## src/rtl/count_sequencer_pkg.sv

```systemverilog
// Shared definitions for the counter family: sequencer states and
// the pass-counter saturation limit.
package count_sequencer_pkg;

  typedef enum logic [1:0] {
    IDLE = 2'd0,
    LOAD = 2'd1,
    RUN  = 2'd2,
    DONE = 2'd3
  } state_t;

  localparam int PASS_MAX = 255;

  // Increment that sticks at PASS_MAX instead of wrapping.
  function automatic logic [7:0] satInc(input logic [7:0] value);
    return (value == 8'(PASS_MAX)) ? value : value + 8'd1;
  endfunction

endpackage

```

## src/rtl/count_sequencer_core.sv

```systemverilog
// WIDTH-bit up/down counter with synchronous load and enable.
// Load wins over enable; the count wraps modulo 2^WIDTH.
module updown_counter_core #(
  parameter int WIDTH = 4
) (
  input  logic             clk,
  input  logic             reset,
  input  logic             i_load,
  input  logic             i_en,
  input  logic             i_dir,
  input  logic [WIDTH-1:0] i_loadVal,
  output logic [WIDTH-1:0] o_count
);

  logic [WIDTH-1:0] r_count;

  always_ff @(posedge clk) begin
    if (reset) begin
      r_count <= '0;
    end else if (i_load) begin
      r_count <= i_loadVal;
    end else if (i_en) begin
      r_count <= i_dir ? r_count - 1'b1 : r_count + 1'b1;
    end
  end

  assign o_count = r_count;

endmodule

```

## src/rtl/count_sequencer.sv

```systemverilog
// Command-driven count sequencer: latches a start/term/direction command,
// counts to the terminal value, pulses done, and optionally auto-reloads.
module count_sequencer
  import count_sequencer_pkg::*;
#(
  parameter int WIDTH = 4
) (
  input  logic             clk,
  input  logic             reset,
  input  logic             cmd_valid,
  output logic             cmd_ready,
  input  logic             cmd_dir,
  input  logic [WIDTH-1:0] cmd_start,
  input  logic [WIDTH-1:0] cmd_term,
  input  logic             cmd_reload,
  input  logic             abort,
  output logic [WIDTH-1:0] count,
  output logic             busy,
  output logic             done,
  output logic [7:0]       passes
);

  state_t           r_state;
  state_t           w_nextState;
  logic             r_dir;
  logic             r_reload;
  logic [WIDTH-1:0] r_start;
  logic [WIDTH-1:0] r_term;
  logic [7:0]       r_passes;

  logic             w_accept;
  logic             w_load;
  logic             w_en;
  logic             w_passInc;
  logic [WIDTH-1:0] w_count;

  assign w_accept  = (r_state == IDLE) && cmd_valid;
  assign cmd_ready = (r_state == IDLE);
  assign busy      = (r_state != IDLE);
  assign done      = (r_state == DONE);
  assign count     = w_count;
  assign passes    = r_passes;

  // Abort outranks every other exit from LOAD/RUN/DONE and suppresses the
  // counter load and the pass increment in the same cycle.
  always_comb begin
    w_nextState = r_state;
    w_load      = 1'b0;
    w_en        = 1'b0;
    w_passInc   = 1'b0;
    case (r_state)
      IDLE: begin
        if (cmd_valid) w_nextState = LOAD;
      end
      LOAD: begin
        if (abort) begin
          w_nextState = IDLE;
        end else begin
          w_load      = 1'b1;
          w_nextState = RUN;
        end
      end
      RUN: begin
        if (abort) begin
          w_nextState = IDLE;
        end else if (w_count == r_term) begin
          w_nextState = DONE;
        end else begin
          w_en = 1'b1;
        end
      end
      DONE: begin
        if (abort) begin
          w_nextState = IDLE;
        end else begin
          w_passInc = 1'b1;
          if (r_reload) begin
            w_load      = 1'b1;
            w_nextState = RUN;
          end else begin
            w_nextState = IDLE;
          end
        end
      end
      default: w_nextState = IDLE;
    endcase
  end

  always_ff @(posedge clk) begin
    if (reset) begin
      r_state  <= IDLE;
      r_dir    <= 1'b0;
      r_reload <= 1'b0;
      r_start  <= '0;
      r_term   <= '0;
      r_passes <= '0;
    end else begin
      r_state <= w_nextState;
      if (w_accept) begin
        r_dir    <= cmd_dir;
        r_reload <= cmd_reload;
        r_start  <= cmd_start;
        r_term   <= cmd_term;
        r_passes <= '0;
      end else if (w_passInc) begin
        r_passes <= satInc(r_passes);
      end
    end
  end

  updown_counter_core #(
    .WIDTH(WIDTH)
  ) u_core (
    .clk      (clk),
    .reset    (reset),
    .i_load   (w_load),
    .i_en     (w_en),
    .i_dir    (r_dir),
    .i_loadVal(r_start),
    .o_count  (w_count)
  );

endmodule

```

## config.mk

```make
export PLATFORM = sky130hd
export DESIGN_NAME = count_sequencer
export DESIGN_NICKNAME = d
export VERILOG_FILES = /design/src/rtl/count_sequencer_pkg.sv /design/src/rtl/count_sequencer_core.sv /design/src/rtl/count_sequencer.sv
export SDC_FILE = /design/constraint.sdc
export NUM_CORES = 1
export LEC_CHECK = 0
export CORE_ASPECT_RATIO = 0.5
export CORE_MARGIN = 2
export CORE_UTILIZATION = 48
export CTS_CLUSTER_DIAMETER = 40
export CTS_CLUSTER_SIZE = 12
export DETAILED_ROUTE_END_ITERATION = 6
export PLACE_DENSITY_LB_ADDON = 0.2
export REMOVE_ABC_BUFFERS = 1
export SYNTH_ARGS = -nofsm -noshare
export SYNTH_HDL_FRONTEND = slang
export SYNTH_HIERARCHICAL = 1
export SYNTH_SLANG_ARGS = --single-unit
```

## constraint.sdc

```tcl
create_clock -name clk -period 3.4 [get_ports clk]
set_input_delay 0.68 -clock clk [delete_from_list [all_inputs] [get_ports clk]]
set_output_delay 0.68 -clock clk [all_outputs]
set_load 0.005 [all_outputs]
```

==> impl_metrics.csv, run 1 <==
group,metric,value,unit
status,outcome,"finished, final reports clean",
cts,clk_latency,260,ps
drt,totalWireLength,2730,µm
timing,worst_slew_pin_slew,797,ps
synth,ys.flop_type,"dfxtp_1",
run,cap_violations,0,
floorplan,initial_core_util,51.0,%
min_path,holdPathEnd,"r_start[3]$_SDFFE_PP0P_",
min_path,whs_path_depth,2,
timing,skew,2.41,ps
finish,antenna_cells,0,
timing,drv_slew,0,
synth,synth_edf_count,0,
drt,wl_per_cell,12.8,µm
timing,setup_viol,0,
finish,drive_above_1_share,7.95,%
worst_setup_path,crit_path_start,"abort",
global_routing,grt_pass1_vias,1086,
global_routing,grt_use_total,18.4,%
drt,drtIter0Drc,36,
placed_design,hpwlAfterDp,1970,µm
synth,ys_async_sr_fraction,0,%
floorplan,die_width,78.9,µm
cts,cts_tree,"yes",
power,p_per_area,326,nW/µm²
finish,nNetsFinal,196,
placed_design,gp_congestion,0.749,
cts,numCtsBuffers,3,
finish,nFillCells,229,
drt,ant_nets,0,
finish,multi_input_area,762,µm²
cts,clkTransAtPathRegs,80,ps
timing,period_needed,2390,ps
drt,route.detailed.drc,0,
timing,final.period_utilization,70.3,%
drt,num_vias,1179,
worst_setup_path,cp_max_fo,8,
cts,post_cts_resized,0,
floorplan,die_y,41.4,µm
global_routing,grt.overflow.total,0,
floorplan,core-area,2640,µm²
synth,yosysTopAreaCellShare,35.7,%
drt,first_pass_iters,4,
floorplan,dieArea,3270,µm²
synth,yosys_warnings,6,
cts,cts.hold.buffers_added,0,
finish,register_area,480,µm²
placed_design,io_buffer_count,28,
synth,synth_cell_types,40,
power,max-vdd-ir-drop,0.167,mV
worst_setup_path,reg2reg_slack,1440,ps
synth,ys_seq_area_share,35.7,%
synth,synth_area_leaders,"dfxtp_1 36%, nand2_1 7.0%, a21oi_1 6.0%",
cts,postCtsSetupRepairBufs,0,
finish,syn_to_final_growth,23.6,%
global_routing,grt_pass1_wl,4820,µm
synth,syn_avg_cell_area,8.91,µm²
floorplan,fp-row-count,13,
timing,relSlewSlack,46.6,%
cts,clockRootBuffer,"clkbuf_8",
synth,syn-cell-area,1350,µm²
synth,yosys.area.top_type,"dfxtp_1",
timing,clock.fmax,0.418,GHz
drt,drt-vias-per-instance,5.54,
worst_setup_path,r2r_start,"r_state[1]$_SDFFE_PP0P_",
worst_setup_path,cp-end-kind,"flop",
worst_setup_path,arrival,2540,ps
worst_setup_path,start_kind,"input port",
timing,rsz0062_at_grt,"false",
worst_setup_path,r2r-end,"u_core/o_count[3]$_SDFFE_PP0P_",
floorplan,ios,29,
global_routing,grt_max_degree,17,
timing,tns,0,ps
worst_setup_path,worstRegToRegCells,5,
power,power.leakage,0.558,nW
worst_setup_path,required,3550,ps
global_routing,antenna_found_initial,0,
worst_setup_path,crit_type,"in -> reg",
min_path,hold_start,"r_start[3]$_SDFFE_PP0P_",
min_path,holdCritPathClass,"reg -> reg",
timing,post-route-worst-setup-slack,1010,ps
timing,finalHoldViolations,0,
cts,htree_levels,1,
cts,cts_max_path_buffers,2,
synth,synthCells,151,
synth,ys_ff_latch,24,
placed_design,preCtsSetupSlack,744,ps
cts,cts_sinks,24,
==> final cells by class <==
| type | instances | share of cell area, % |
|---|---|---|
| clock buffer | 3 | 2.48 |
| inverter | 10 | 2.26 |
| tap | 37 | 2.78 |
| multi-input combinational | 109 | 45.8 |
| timing repair buffer | 30 | 17.8 |
| sequential | 24 | 28.9 |
==> flip-flops by register name, summed over array words and instances, names as in the netlist <==
signal	cells
r_dir	1
r_term	4
u_core/o_count	4
r_state	2
r_start	4
passes	8
r_reload	1
==> layer usage <==
metal / vias up / GRT usage [%] / part of all wire [%]
met1: 563 / 24.5 / 48
met2: 26 / 30.4 / 47
met4: 0 / 4.14 / 0.70
met5: - / 0 / 0
li1: 588 / - / -
met3: 2 / 4.57 / 4.3
==> logic make-up (layout without fill, tap and decap cells) <==
logic type | after synthesis | count (layout) | share of synthesized area [%]
simple gates | 63 | 63 | 27.9
compound gates | 29 | 29 | 15.4
flops | 24 | 24 | 35.7
buf+inv | 18 | 43 | 7.63
xor+xnor | 7 | 7 | 4.56
mux | 6 | 6 | 4.47
fa+ha+maj | 4 | 4 | 4.28
==> how the worst max path moves through the flow <==
stage                                     endpoint  slack (ps)  cells after the start
global placement    u_core/o_count[3]$_SDFFE_PP0P_         780                      6
floorplan           u_core/o_count[3]$_SDFFE_PP0P_        1430                      4
global route        u_core/o_count[3]$_SDFFE_PP0P_         870                      6
CTS                 u_core/o_count[3]$_SDFFE_PP0P_        1020                      6
finish              u_core/o_count[3]$_SDFFE_PP0P_        1010                      6
detailed placement  u_core/o_count[3]$_SDFFE_PP0P_         740                      6
==> cell usage in the layout (no fill, tap or decap), drive strengths merged, types with 2 or more instances in the layout <==
master	synthesis	routed
inv	10	10
a21oi	16	16
nand4b	2	2
a41oi	2	2
nor2	4	4
clkdlybuf4s50	0	28
mux2i	6	6
a211oi	4	4
or3	3	3
dfxtp	24	24
or3b	3	3
nor3	3	3
clkbuf	1	3
a2111oi	2	2
xor2	2	2
and2	3	3
nand2	25	25
nor3b	2	2
nor4	3	3
a31oi	2	2
nand3	8	8
buf	7	2
xnor2	5	5
ha	3	3
==> cell usage after synthesis (all sizes together), types with 2 or more instances <==
library cell,number
nor4,3
nor3,3
xor2,2
ha,3
and2,3
nand2,25
or3b,3
a2111oi,2
inv,10
nand4b,2
a31oi,2
xnor2,5
a21oi,16
nand3,8
nor2,4
dfxtp,24
buf,7
nor3b,2
mux2i,6
or3,3
a211oi,4
a41oi,2
==> power breakdown <==
part	total (W)	switching [W]	internal, W
logic	0.0000778	0.0000373	0.0000405
registers	0.000302	0.0000108	0.000291
clock network	0.000163	0.0000835	0.0000791
==> metrics by stage <==
step | utilization [%] | hold WS [ps] | instances | instance area [µm²] | total power, W
detailed placement | 61.5 | 449 | 210 | 1620 | 0.000387
global placement | 61.5 | 444 | 210 | 1620 | 0.000386
CTS | 63.1 | 460 | 213 | 1660 | 0.000549
floorplan | - | 430 | 143 | 1280 | 0.000347
global route | 63.1 | 490 | 213 | 1660 | 0.000575
finish | 63.1 | 457 | 213 | 1660 | 0.000543
==> critical path, stage by stage <==
cell and delay (ps):
clkdlybuf4s50_1 530, or3b_1 410, a41oi_2 370, or3b_1 170, a21oi_1 60, a311o_2 320
Note: power is estimated with default switching activity, not from simulation.
==> run 2: changes to the inputs <==
==> constraint.sdc (replaced) <==
create_clock -name clk -period 2.2 [get_ports clk]
set_input_delay 0.44 -clock clk [delete_from_list [all_inputs] [get_ports clk]]
set_output_delay 0.44 -clock clk [all_outputs]
set_load 0.005 [all_outputs]
==> run 2 against run 1 <==
Effect of this change: worst setup slack got worse by 770 ps; combinational power increased by 71%; via count decreased by 0.51%; clock skew increased by 0.97 ps; critical path type is now reg -> out; critical endpoint is now done; largest cell class unchanged; largest power group unchanged; highest routed layer unchanged.
==> impl_metrics.csv, run 2 (synthesis results as in run 1) <==
group,metric,value,unit
cts,clockRootBuffer,"clkbuf_8",
power,power.leakage,0.599,nW
global_routing,met3_usage,5.22,%
floorplan,dieArea,3270,µm²
timing,skew,3.38,ps
drt,first_pass_iters,4,
cts,clk_latency,270,ps
min_path,holdCritPathClass,"reg -> reg",
cts,post_cts_resized,0,
power,max-vdd-ir-drop,0.251,mV
cts,cts_tree,"yes",
timing,period_needed,1960,ps
global_routing,gr-max-usage-layer,"met2",
cts,clkTransAtPathRegs,80,ps
min_path,hold_start,"r_start[1]$_SDFFE_PP0P_",
timing,relSlewSlack,68.7,%
worst_setup_path,cp_max_fo,11,
finish,multi_input_area,762,µm²
drt,drt-vias-per-instance,5.31,
power,switching_power,0.000216,W
timing,clock.fmax,0.510,GHz
timing,worst_slew_pin_slew,468,ps
timing,drv_slew,0,
finish,nNetsFinal,203,
status,outcome,"finished, final reports clean",
drt,route.detailed.drc,0,
drt,wl_per_cell,12.5,µm
worst_setup_path,start_kind,"flop",
power,seqPwrFrac,52.0,%
drt,drtIter0Drc,82,
finish,syn_to_final_growth,28.6,%
placed_design,io_buffer_count,28,
placed_design,hpwlAfterDp,2100,µm
floorplan,die_width,78.9,µm
timing,rsz0062_at_grt,"false",
power,p_int,0.000683,W
power,power_frac_comb,14.8,%
global_routing,grt_use_total,17.4,%
global_routing,grt.overflow.total,0,
global_routing,met1_usage,21.8,%
floorplan,ios,29,
placed_design,preCtsSetupSlack,55.0,ps
power,p_sw_share,24.0,%
worst_setup_path,required,1760,ps
finish,largest_reg_flops,8,
global_routing,use_met2,29.6,%
finish,fin_util,65.6,%
power,power_frac_clock,33.3,%
finish,mostFrequentLayoutCell,"clkdlybuf4s50_1",
floorplan,initial_core_util,51.0,%
power,p_per_area,520,nW/µm²
cts,cts_sinks,24,
run,cap_violations,0,
cts,numCtsBuffers,3,
timing,final.period_utilization,89.2,%
floorplan,core-area,2640,µm²
worst_setup_path,crit_path_start,"r_state[1]$_SDFFE_PP0P_",
worst_setup_path,cp-end-kind,"output port",
timing,setup_viol,0,
cts,cts_max_path_buffers,2,
cts,cts.hold.buffers_added,0,
finish,register_area,480,µm²
global_routing,grt_max_degree,14,
global_routing,grt_pass1_vias,1036,
worst_setup_path,arrival,1520,ps
timing,post-route-worst-setup-slack,237,ps
drt,num_vias,1173,
cts,htree_levels,1,
timing,finalHoldViolations,0,
global_routing,grt_pass1_wl,4540,µm
finish,layout_common_cells,"28 x clkdlybuf4s50_1, 25 x nand2_1, 24 x dfxtp_1",
worst_setup_path,crit_type,"reg -> out",
placed_design,gp_congestion,0.833,
timing,tns,0,ps
finish,nFillCells,228,
cts,postCtsSetupRepairBufs,0,
floorplan,fp-row-count,13,
drt,totalWireLength,2770,µm
global_routing,antenna_found_initial,0,
finish,antenna_cells,0,
worst_setup_path,r2r_start,"r_state[1]$_SDFFE_PP0P_",
floorplan,die_y,41.4,µm
finish,drive_above_1_share,12.0,%
drt,ant_nets,0,
-- run 2: layout make-up --
cell class | instances | share of cell area (%)
Inverter | 10 | 2.17
Sequential cell | 24 | 27.8
Multi-Input combinational cell | 109 | 44.1
Timing Repair Buffer | 37 | 20.1
Clock buffer | 4 | 3.18
Tap cell | 37 | 2.68
-- run 2: power groups by stage --
stage / sequential (W) / combinational [W] / clock [W]
after floorplan: 0.000474 / 0.0000626 / 0
after global placement: 0.000477 / 0.000132 / 0
after detailed placement: 0.000477 / 0.000133 / 0
after CTS: 0.000467 / 0.000134 / 0.000313
after global routing: 0.000470 / 0.000146 / 0.000332
final: 0.000467 / 0.000133 / 0.000299
-- run 2: path summary, 6_finish.rpt --
path / end / slack, ps / cells past startpoint
setup / recovery: done / 240 / 2
hold / removal: r_start[1]$_SDFFE_PP0P_ / 460 / 2
setup reg to reg: u_core/o_count[3]$_SDFFE_PP0P_ / 350 / 5
hold reg to reg: r_start[1]$_SDFFE_PP0P_ / 460 / 2
-- run 2: metrics by stage --
stage               cell area, µm²  cells  total power, W  hold slack, ps
CTS                           1730    221        0.000914             462
finish                        1730    221        0.000899             458
floorplan                     1280    143        0.000536             430
detailed placement            1670    217        0.000610             451
global route                  1730    221        0.000948             491
global placement              1670    217        0.000608             440
-- run 2: critical path: stages, from the launching register on --
cell and delay [ps]:
dfxtp_1 530, and2_1 220, clkdlybuf4s50_1 510
-- run 2: layer usage --
metal	routed length [µm]	vias up	part of all wire, %
li1	-	603	-
met1	1390	549	50
met2	1250	17	45
met3	97	4	3.5
met4	27	0	0.98
met5	0	-	0
